$ cat src/rtl/lenet_seq_pkg.sv
// ----------------------------------------------------------------------------
// lenet_seq_pkg
// Shared definitions for the LeNet capture/recognise/display sequencer:
//   - seq_state_e : sequencer state encoding
//   - DIGIT_NONE  : digit_out value meaning "no result" (reset or timeout)
//   - DEF_*       : default values for the lenet_sequencer parameters
// ----------------------------------------------------------------------------
package lenet_seq_pkg;

    typedef enum logic [2:0] {
        ST_IDLE    = 3'd0,
        ST_BOUND   = 3'd1,
        ST_CAPTURE = 3'd2,
        ST_START   = 3'd3,
        ST_WAIT    = 3'd4,
        ST_SHOW    = 3'd5
    } seq_state_e;

    localparam logic [3:0] DIGIT_NONE = 4'hF;

    localparam logic DEF_VSYNC_ACTIVE   = 1'b0;
    localparam int   DEF_BOUND_FRAMES   = 60;
    localparam int   DEF_HOLD_FRAMES    = 120;
    localparam int   DEF_TIMEOUT_CYCLES = 2000000;

endpackage

$ cat src/rtl/lenet_sequencer.sv
// ----------------------------------------------------------------------------
// lenet_sequencer
// Sequences one digit-recognition pass: show the capture box for a number of
// frames, let the CNN input buffer sample one frame, kick the CNN, wait for
// its result (with a timeout) and display the result for a number of frames.
//
// Ports (all in the clk24 domain):
//   clk24        in   clock
//   rst          in   asynchronous active-high reset
//   capture_req  in   pulse: start a sequence (honoured only when idle)
//   abort        in   pulse: drop back to live view from any state
//   vga_vsync    in   vsync from the VGA timing block
//   lenet_ready  in   pulse: CNN result valid (honoured only while waiting)
//   lenet_digit  in   CNN result, valid with lenet_ready
//   bound_doing  out  VGA draws the capture box
//   lenet_doing  out  VGA draws the seven-segment result
//   capture_en   out  CNN input buffer samples the current frame
//   lenet_start  out  one-cycle CNN start pulse
//   digit_out    out  latched result, DIGIT_NONE when none or timed out
//   busy         out  high whenever the sequencer is not idle
// ----------------------------------------------------------------------------
module lenet_sequencer
    import lenet_seq_pkg::*;
#(
    parameter logic VSYNC_ACTIVE   = DEF_VSYNC_ACTIVE,
    parameter int   BOUND_FRAMES   = DEF_BOUND_FRAMES,
    parameter int   HOLD_FRAMES    = DEF_HOLD_FRAMES,
    parameter int   TIMEOUT_CYCLES = DEF_TIMEOUT_CYCLES
) (
    input  logic       clk24,
    input  logic       rst,
    input  logic       capture_req,
    input  logic       abort,
    input  logic       vga_vsync,
    input  logic       lenet_ready,
    input  logic [3:0] lenet_digit,
    output logic       bound_doing,
    output logic       lenet_doing,
    output logic       capture_en,
    output logic       lenet_start,
    output logic [3:0] digit_out,
    output logic       busy
);

    localparam int FRAME_MAX = (BOUND_FRAMES > HOLD_FRAMES) ? BOUND_FRAMES : HOLD_FRAMES;
    localparam int FRAME_W   = $clog2(FRAME_MAX + 1);
    localparam int TO_W      = $clog2(TIMEOUT_CYCLES + 1);

    localparam logic [FRAME_W-1:0] BOUND_LAST = FRAME_W'(BOUND_FRAMES - 1);
    localparam logic [FRAME_W-1:0] HOLD_LAST  = FRAME_W'(HOLD_FRAMES - 1);
    localparam logic [TO_W-1:0]    TO_LAST    = TO_W'(TIMEOUT_CYCLES - 1);

    seq_state_e         state_r;
    seq_state_e         state_s;
    logic [FRAME_W-1:0] frame_cnt_r;
    logic [FRAME_W-1:0] frame_cnt_s;
    logic [TO_W-1:0]    to_cnt_r;
    logic [TO_W-1:0]    to_cnt_s;
    logic               vsync_r;
    logic               frame_tick_s;
    logic [3:0]         digit_s;
    logic               bound_doing_s;
    logic               lenet_doing_s;
    logic               capture_en_s;
    logic               lenet_start_s;
    logic               busy_s;

    // Frame start: vsync has just moved into its asserted level.
    assign frame_tick_s = (vga_vsync == VSYNC_ACTIVE) && (vsync_r != VSYNC_ACTIVE);

    // Next-state, counter and output decode; outputs follow the next state so
    // that, once registered, they line up exactly with the state register.
    always_comb begin
        state_s     = state_r;
        frame_cnt_s = frame_cnt_r;
        to_cnt_s    = to_cnt_r;
        digit_s     = digit_out;

        if (abort) begin
            state_s     = ST_IDLE;
            frame_cnt_s = '0;
            to_cnt_s    = '0;
        end else begin
            case (state_r)
                ST_IDLE: begin
                    if (capture_req) begin
                        state_s     = ST_BOUND;
                        frame_cnt_s = '0;
                    end else begin
                        state_s = ST_IDLE;
                    end
                end
                ST_BOUND: begin
                    if (frame_tick_s && (frame_cnt_r == BOUND_LAST)) begin
                        state_s     = ST_CAPTURE;
                        frame_cnt_s = '0;
                    end else if (frame_tick_s) begin
                        frame_cnt_s = frame_cnt_r + FRAME_W'(1);
                    end else begin
                        frame_cnt_s = frame_cnt_r;
                    end
                end
                ST_CAPTURE: begin
                    // The buffer samples exactly one whole frame.
                    if (frame_tick_s) begin
                        state_s = ST_START;
                    end else begin
                        state_s = ST_CAPTURE;
                    end
                end
                ST_START: begin
                    state_s  = ST_WAIT;
                    to_cnt_s = '0;
                end
                ST_WAIT: begin
                    // A result arriving on the timeout cycle still counts.
                    if (lenet_ready) begin
                        digit_s     = lenet_digit;
                        state_s     = ST_SHOW;
                        frame_cnt_s = '0;
                    end else if (to_cnt_r == TO_LAST) begin
                        digit_s     = DIGIT_NONE;
                        state_s     = ST_SHOW;
                        frame_cnt_s = '0;
                    end else begin
                        to_cnt_s = to_cnt_r + TO_W'(1);
                    end
                end
                ST_SHOW: begin
                    if (frame_tick_s && (frame_cnt_r == HOLD_LAST)) begin
                        state_s     = ST_IDLE;
                        frame_cnt_s = '0;
                    end else if (frame_tick_s) begin
                        frame_cnt_s = frame_cnt_r + FRAME_W'(1);
                    end else begin
                        frame_cnt_s = frame_cnt_r;
                    end
                end
                default: begin
                    state_s     = ST_IDLE;
                    frame_cnt_s = '0;
                    to_cnt_s    = '0;
                end
            endcase
        end

        bound_doing_s = (state_s == ST_BOUND) || (state_s == ST_CAPTURE);
        capture_en_s  = (state_s == ST_CAPTURE);
        lenet_start_s = (state_s == ST_START);
        lenet_doing_s = (state_s == ST_SHOW);
        busy_s        = (state_s != ST_IDLE);
    end

    // State, counters, vsync history and all outputs.
    always_ff @(posedge clk24 or posedge rst) begin
        if (rst) begin
            state_r     <= ST_IDLE;
            frame_cnt_r <= '0;
            to_cnt_r    <= '0;
            vsync_r     <= ~VSYNC_ACTIVE;
            bound_doing <= 1'b0;
            lenet_doing <= 1'b0;
            capture_en  <= 1'b0;
            lenet_start <= 1'b0;
            busy        <= 1'b0;
            digit_out   <= DIGIT_NONE;
        end else begin
            state_r     <= state_s;
            frame_cnt_r <= frame_cnt_s;
            to_cnt_r    <= to_cnt_s;
            vsync_r     <= vga_vsync;
            bound_doing <= bound_doing_s;
            lenet_doing <= lenet_doing_s;
            capture_en  <= capture_en_s;
            lenet_start <= lenet_start_s;
            busy        <= busy_s;
            digit_out   <= digit_s;
        end
    end

endmodule

$ cat config.mk
export PLATFORM = sky130hd
export DESIGN_NAME = lenet_sequencer
export DESIGN_NICKNAME = d
export VERILOG_FILES = /design/src/rtl/lenet_seq_pkg.sv /design/src/rtl/lenet_sequencer.sv
export SDC_FILE = /design/constraint.sdc
export NUM_CORES = 1
export LEC_CHECK = 0
export CORE_UTILIZATION = 32
export CTS_CLUSTER_DIAMETER = 200
export DETAILED_ROUTE_END_ITERATION = 8
export PLACE_DENSITY = 0.53
export RECOVER_POWER = 25
export SLEW_MARGIN = 20
export SYNTH_ARGS = -nofsm -noshare
export SYNTH_HDL_FRONTEND = slang
export SYNTH_SLANG_ARGS = --single-unit
$ cat constraint.sdc
create_clock -name clk24 -period 6.4 [get_ports clk24]
set_input_delay 0.64 -clock clk24 [delete_from_list [all_inputs] [get_ports clk24]]
set_output_delay 0.64 -clock clk24 [all_outputs]
set_load 0.05 [all_outputs]
==> summary.txt, run 1 <==
Run status
  • Status: complete, but fails checks
  • Failing checks: capacitance limit, slew limit

Timing
  • Tmin final: about 2.8 ns
  • Fmax: 351 MHz
  • Tcrit/Tclk final: approximately 44%
  • Least-Margin Pin Slew: between 2 and 2.5 ns
  • Layout Skew: between 0.01 and 0.015 ns
  • Slew HR: -46.2%
  • Setup TNS: 0 ns
  • Hold_ws: a little over 0.5 ns
  • Final hold vios: 0
  • Final setup fails: 0
  • Worst setup margin: 3.55 ns
  • RSZ-0062 raised after global routing: false
  • Max-slew violations: 42

Setup path
  • Reg2Reg Depth: 5
  • Worst setup SP type: input port
  • Worst EP arrival: 2.81 ns
  • CP max stage cell: clkbuf_1
  • R2R Path Start: state_r[1]$_DFF_PP0_
  • Crit Path Max Fanout: between 40 and 50
  • Type of element capturing the critical path: async pin
  • Crit path largest cell delay: 1.56 ns
  • Req. time, crit path: about 6.4 ns
  • Crit-path cells: dlygate4sd3_1 > inv_1 > clkbuf_1
  • Reg-to-Reg End: to_cnt_r[9]$_DFFE_PP0P_
  • CP Class: input port to async pin
  • Reg2reg setup slack: around 3.8 ns
  • Critical path startpoint: rst

Logic synthesis
  • Register area share after synthesis: between 40% and 50%
  • Async SR Flop Fraction: 100%
  • Post-Syn Nets: 261
  • Yosys warns: 0
  • Syn_area_per_cell: just over 9 sq um
  • Main synth FF type: dfrtp_1
  • Syn Std Cell Area: around 0.0023 sq mm
  • EDFF count, synth: 0
  • Synth cell types: 50
  • Syn Inst Count: around 250
  • Flops & latches, synth: 41

Cells and area
  • Ant diodes: 0
  • Final core occ: 39.1%
  • Synth-to-layout area growth: 16.0%
  • Final cell count without fillers: about 360
  • Most common cell after layout, fill and taps aside: dfrtp_1
  • Final instance area: 0.00270 sq mm
  • Layout cells sized above 1: about a tenth
  • NumNets Final: 278
  • Fill cells: 724
  • Most frequent cells in the layout: dfrtp_1, nor2_1, a21oi_1

Floorplanning
  • Die area: around 0.0076 sq mm
  • Initial core utilization: between 30% and 40%
  • Chip Height: roughly 87 um
  • Top Ports: 19
  • Core box area: 0.00691 sq mm
  • Placement Rows: 30
  • Die width: roughly 87 um

Clock network
  • CTS tree: yes
  • Cts bufs inserted: 5
  • Post-CTS Setup Repair Bufs: 0
  • Post-CTS Hold Buffers: 0
  • Post-cts sizing count: 0
  • CTS Sinks: about 40
  • Clk slew on worst S/H paths: around 0.090 ns
  • CTS H-tree depth: 2
  • Max Root-Sink Buffers: 2
  • Root Buffer: clkbuf_8
  • Worst-Skew Late Latency: about 0.3 ns

Routing
  • Post-Route WL: between 5000 and 6000 um
  • 1st-iter DRT viols: 84
  • Routed Antenna Nets: 0
  • Via count: roughly 1.9k
  • DR DRC count: 0
  • Detailed Routing Iterations Pass 1: 4
  • Drt wl/cell: 14.3 um
  • Vias per cell: 5.33

Placed design
  • Dpl cell area: between 0.002 and 0.003 sq mm
  • IO Port Bufs: 18
  • Gpl congestion: between 0.7 and 0.8
  • Hpwl dp: 3640 um
  • Place WS: ~3.7 ns
  • Cells after DPL: 355

Worst hold path
  • Worst Hold End: digit_out[3]$_DFFE_PP1P_
  • Hold path start: digit_out[3]$_DFFE_PP1P_
  • Worst hold path type: register to register
  • Hold depth: 1

Power and ir drop
  • Power Dens Cells: 201 mW/mm^2
  • Leak: just over 1 nW
  • Peak VDD IR: roughly 84 uV
  • Final Total Pwr: about 0.54 mW

Run
  • Max-Cap Viols: 1

Global routing
  • Initial antenna violation count: 0
  • Vias in the first global route: just under 2k
  • Pin count of the biggest net entering global routing: between 40 and 50
  • First-pass GRT wire length: between 9000 and 10000 um
  • Congestion Overflow GR: 0
  • GRT Resource Usage Total: between 15 and 20%
## cell usage after synthesis (all sizes together) (5+ instances only)
cell | n | area share (%)
a21oi | 21 | 4.5
a31oi | 5 | 1.3
clkbuf | 6 | 0.97
dfrtp | 36 | 39
dfstp | 5 | 5.6
inv | 7 | 1.1
nand2 | 18 | 2.9
nand3 | 14 | 3.0
nand3b | 7 | 2.3
nand4 | 5 | 1.3
nor2 | 22 | 3.7
nor2b | 5 | 1.3
nor3 | 11 | 2.4
nor4 | 8 | 3.1
o21ai | 11 | 2.4
or4 | 6 | 1.9
xnor2 | 6 | 2.3
## worst max-delay path: cells and delay by family
kind,cells,cell delay (ns)
buffers and inverters,3,2.15
## worst max-delay path by stage
stage	cells past startpoint	end	slack [ns]
detailed placement	6	bound_doing$_DFF_PP0_	3.66
floorplan	6	bound_doing$_DFF_PP0_	4.30
CTS	5	to_cnt_r[9]$_DFFE_PP0P_	3.83
global route	3	to_cnt_r[7]$_DFFE_PP0P_	2.98
global placement	6	bound_doing$_DFF_PP0_	3.64
finish	3	to_cnt_r[2]$_DFFE_PP0P_	3.55
## power by group
group	internal [mW]	switching, mW	total (mW)	leakage, nW
Clock	0.117	0.0959	0.213	0.0543
Combinational	0.0196	0.0394	0.0591	0.409
Sequential	0.266	0.00354	0.269	0.552
Total	0.402	0.139	0.541	1.02
## kinds of logic (layout without fill, tap and decap cells)
family                   after synthesis  after routing  synth area share (%)
AO/OA/AOI/OAI                         58             58                  16.4
multiplexers                           2              2                  1.08
buffers and inverters                 16             34                  3.12
adder cells (fa/ha/maj)                2              2                  1.08
flip-flops                            41             41                  44.4
AND/OR/NAND/NOR                      124            124                  31.7
XOR/XNOR                               6              6                  2.26
## flip-flops by register name (all words and copies together), names as in the netlist
signal,flops
vsync_r,1
frame_cnt_r,7
capture_en,1
bound_doing,1
state_r,3
digit_out,4
to_cnt_r,21
busy,1
lenet_doing,1
lenet_start,1
## routing by layer
metal | part of all wire [%] | global-route usage, %
met3 | 2.2 | 3.41
met5 | 0 | 0
met4 | 0.79 | 4.77
met2 | 48 | 25.6
met1 | 49 | 20.3
## layout make-up
type,count,area [sq um],share of cell area (%)
clock buffers,5,68.8,2.55
clock inverters,3,46.3,1.72
inverters,7,26.3,0.974
multi-input cells,192,1220,45.2
flip-flops and latches,41,1030,38.2
well taps,96,120,4.45
repair buffers,19,184,6.82
Note: power is estimated with default switching activity, not from simulation.
==> inputs of run 2 (changes only) <==
==> constraint.sdc (replaced) <==
create_clock -name clk24 -period 2.7 [get_ports clk24]
set_input_delay 0.27 -clock clk24 [delete_from_list [all_inputs] [get_ports clk24]]
set_output_delay 0.27 -clock clk24 [all_outputs]
set_load 0.05 [all_outputs]
==> run 2 against run 1 <==
Net effect: highest routed layer unchanged; power grew 140%; die area unchanged; via count is 0.88% higher; the run now ends clean; final area is 1.9% higher.
==> summary.txt, run 2 (synthesized netlist as in run 1, its figures left out) <==
Run status
  • Status: finished, final reports clean

Clock network
  • CTS H-tree depth: 2 (unchanged)
  • Root Buffer: clkbuf_8
  • Post-CTS Hold Buffers: 0 (unchanged)
  • Worst-Skew Late Latency: 0.29 ns (about the same)
  • Clk slew on worst S/H paths: 0.08 ns (about the same)
  • Post-CTS Setup Repair Bufs: 0 (unchanged)
  • CTS tree: yes
  • CTS Sinks: 41 (unchanged)
  • Max Root-Sink Buffers: 2 (unchanged)
  • Post-cts sizing count: 0 (unchanged)
  • Cts bufs inserted: 5 (unchanged)

Routing
  • DR DRC count: 0 (unchanged)
  • Drt wl/cell: 15.0 um (+4.9%)
  • Detailed Routing Iterations Pass 1: 4 (unchanged)
  • 1st-iter DRT viols: 83 (-1.2%)
  • Post-Route WL: 5520 um (+6.6%)
  • Via count: 1950 (+0.88%)
  • Routed Antenna Nets: 0 (unchanged)
  • Vias per cell: 5.28 (-0.76%)

Timing
  • Final setup fails: 0 (unchanged)
  • RSZ-0062 raised after global routing: false
  • Least-Margin Pin Slew: 1.02 ns (-1.17 ns)
  • Tcrit/Tclk final: 82.6%
  • Tmin final: between 2 and 2.5 ns
  • Slew HR: 31.7% (+78 points)
  • Worst setup margin: 0.470 ns (-3.08 ns)
  • Setup TNS: 0 ns (unchanged)
  • Fmax: 448 MHz
  • Max-slew violations: 0 (-100%)
  • Layout Skew: 0.00756 ns (-0.00314 ns)
  • Final hold vios: 0 (unchanged)

Floorplanning
  • Placement Rows: 30 (unchanged)
  • Top Ports: 19 (unchanged)
  • Initial core utilization: 33.7% (unchanged)
  • Chip Height: 87.3 um (unchanged)
  • Core box area: 0.00691 sq mm (unchanged)
  • Die width: 87.3 um (unchanged)
  • Die area: 0.00761 sq mm (unchanged)

Setup path
  • R2R Path Start: frame_cnt_r[2]$_DFFE_PP0P_
  • Setup crit end: bound_doing$_DFF_PP0_
  • Crit Path Max Fanout: 10 (-76%)
  • CP Class: register to register
  • Req. time, crit path: 2.88 ns (-3.48 ns)
  • Type of element capturing the critical path: register
  • CP bufs+invs: 0 (-3)
  • Crit path largest cell delay: 0.58 ns (-0.98 ns)
  • Worst EP arrival: 2.41 ns (-0.40 ns)
  • CP max stage cell: or4b_4
  • Worst path depth: 5 (+2)
  • Critical path startpoint: frame_cnt_r[2]$_DFFE_PP0P_
  • Crit-path leading delay family: simple AND/OR/NAND/NOR gates
  • Reg2Reg Depth: 5 (unchanged)
  • Reg2reg setup slack: 0.47 ns (-3.36 ns)
  • Reg-to-Reg End: bound_doing$_DFF_PP0_
  • Crit-path cells: or4b_4 > a211oi_4 > nor2_2 > and3b_2 > mux2_4
  • Worst setup SP type: register

Placed design
  • Hpwl dp: 3940 um (+8.2%)
  • Gpl congestion: 0.836 (+7.8%)
  • IO Port Bufs: 18 (unchanged)
  • Place WS: 0.414 ns (-3.25 ns)

Global routing
  • Vias in the first global route: 1873 (-3.0%)
  • GR Util met3: 3.03% (-0.38 points)
  • GR Layer Usage met2: 25.1% (-0.50 points)
  • GRT Resource Usage Total: 15.7% (+0.16 points)
  • First-pass GRT wire length: 9230 um (about the same)
  • Pin count of the biggest net entering global routing: 42 (unchanged)
  • Congestion Overflow GR: 0 (unchanged)
  • Initial antenna violation count: 0 (unchanged)
  • Met1 Use GR: 21.1% (+0.79 points)
  • Gr busiest metal: met2

Cells and area
  • Synth-to-layout area growth: 18.2%
  • Largest registers: to_cnt_r x21, frame_cnt_r x7, digit_out x4
  • Max reg flops: 21 (unchanged)
  • Most frequent cells in the layout: dfrtp_1, nor2_1, a21oi_1
  • Largest Register: to_cnt_r
  • NumNets Final: 284 (+2.2%)
  • Ant diodes: 0 (unchanged)
  • Layout cells sized above 1: 12.1% (+2.4 points)
  • Most common cell after layout, fill and taps aside: dfrtp_1
  • Fill cells: 709 (-2.1%)

Power and ir drop
  • Peak VDD IR: 242 uV (+190%)
  • Sequential share of power: 49.1% (-0.7 points)
  • Leak: 1.05 nW (+3.5%)
  • Clock network fraction of design power: 39.7% (+0.4 points)
  • Switch share: 24.6% (-1.0 points)
  • Int Power: 0.982 mW (+140%)
  • Combinational fraction of design power: 11.2% (+0.3 points)
  • Power Dens Cells: 474 mW/mm^2 (+140%)
  • Psw: 0.321 mW (+130%)

Run
  • Max-Cap Viols: 0 (-1)

Worst hold path
  • Worst hold path type: register to register
  • Hold depth: 1 (unchanged)
run 2: changes by cell type in the layout (fill, tap and decap cells not counted), sizes merged:
| cell | previous run | this run |
|---|---|---|
| buf | 0 | 6 |
| clkbuf | 6 | 7 |
| clkinv | 1 | 0 |
run 2: worst min-delay path by stage:
stage                                  start                         end  slack, ns
floorplan                          vga_vsync           vsync_r$_DFF_PP1_       0.27
global placement    digit_out[3]$_DFFE_PP1P_    digit_out[3]$_DFFE_PP1P_       0.50
detailed placement  digit_out[3]$_DFFE_PP1P_    digit_out[3]$_DFFE_PP1P_       0.51
CTS                                      rst  frame_cnt_r[6]$_DFFE_PP0P_       0.42
global route        digit_out[1]$_DFFE_PP1P_    digit_out[1]$_DFFE_PP1P_       0.53
finish              digit_out[1]$_DFFE_PP1P_    digit_out[1]$_DFFE_PP1P_       0.52
run 2: worst register-to-register path, cell delays in order (launching register included):
cell and delay, ns:
dfrtp_1 0.48, or4b_4 0.58, a211oi_4 0.31, nor2_2 0.12
and3b_2 0.32, mux2_4 0.31
run 2: power groups by stage:
stage / clock, mW / sequential [mW] / combinational [mW]
2_1_floorplan: 0 / 0.681 / 0.0621
3_3_place_gp: 0 / 0.651 / 0.148
3_5_place_dp: 0 / 0.651 / 0.148
4_1_cts: 0.537 / 0.639 / 0.148
5_1_grt: 0.565 / 0.641 / 0.158
6_report: 0.518 / 0.640 / 0.146
run 2: through the flow:
| step | cells | power (mW) | util (%) | instance area [sq um] | hold WS [ns] |
|---|---|---|---|---|---|
| floorplan | 249 | 0.743 | - | 2330 | 0.274 |
| global placement | 361 | 0.799 | 38.1 | 2630 | 0.504 |
| detailed placement | 361 | 0.799 | 38.1 | 2630 | 0.507 |
| CTS | 369 | 1.32 | 39.9 | 2750 | 0.420 |
| global route | 369 | 1.36 | 39.8 | 2750 | 0.527 |
| finish | 369 | 1.30 | 39.8 | 2750 | 0.518 |
run 2: layout make-up:
type	count	area (sq um)	share of cell area [%]
Sequential cell	41	1030	37.5
Timing Repair Buffer	25	230	8.37
Clock buffer	6	82.6	3.00
Clock inverter	2	37.5	1.36
Tap cell	96	120	4.37
Inverter	7	26.3	0.955
Multi-Input combinational cell	192	1220	44.4
run 2: layer usage:
layer	wire [um]	vias up	part of all wire [%]
met5	0	-	0
met3	166	5	3.0
li1	-	978	-
met1	2750	938	50
met2	2550	29	46
met4	58	0	1.0
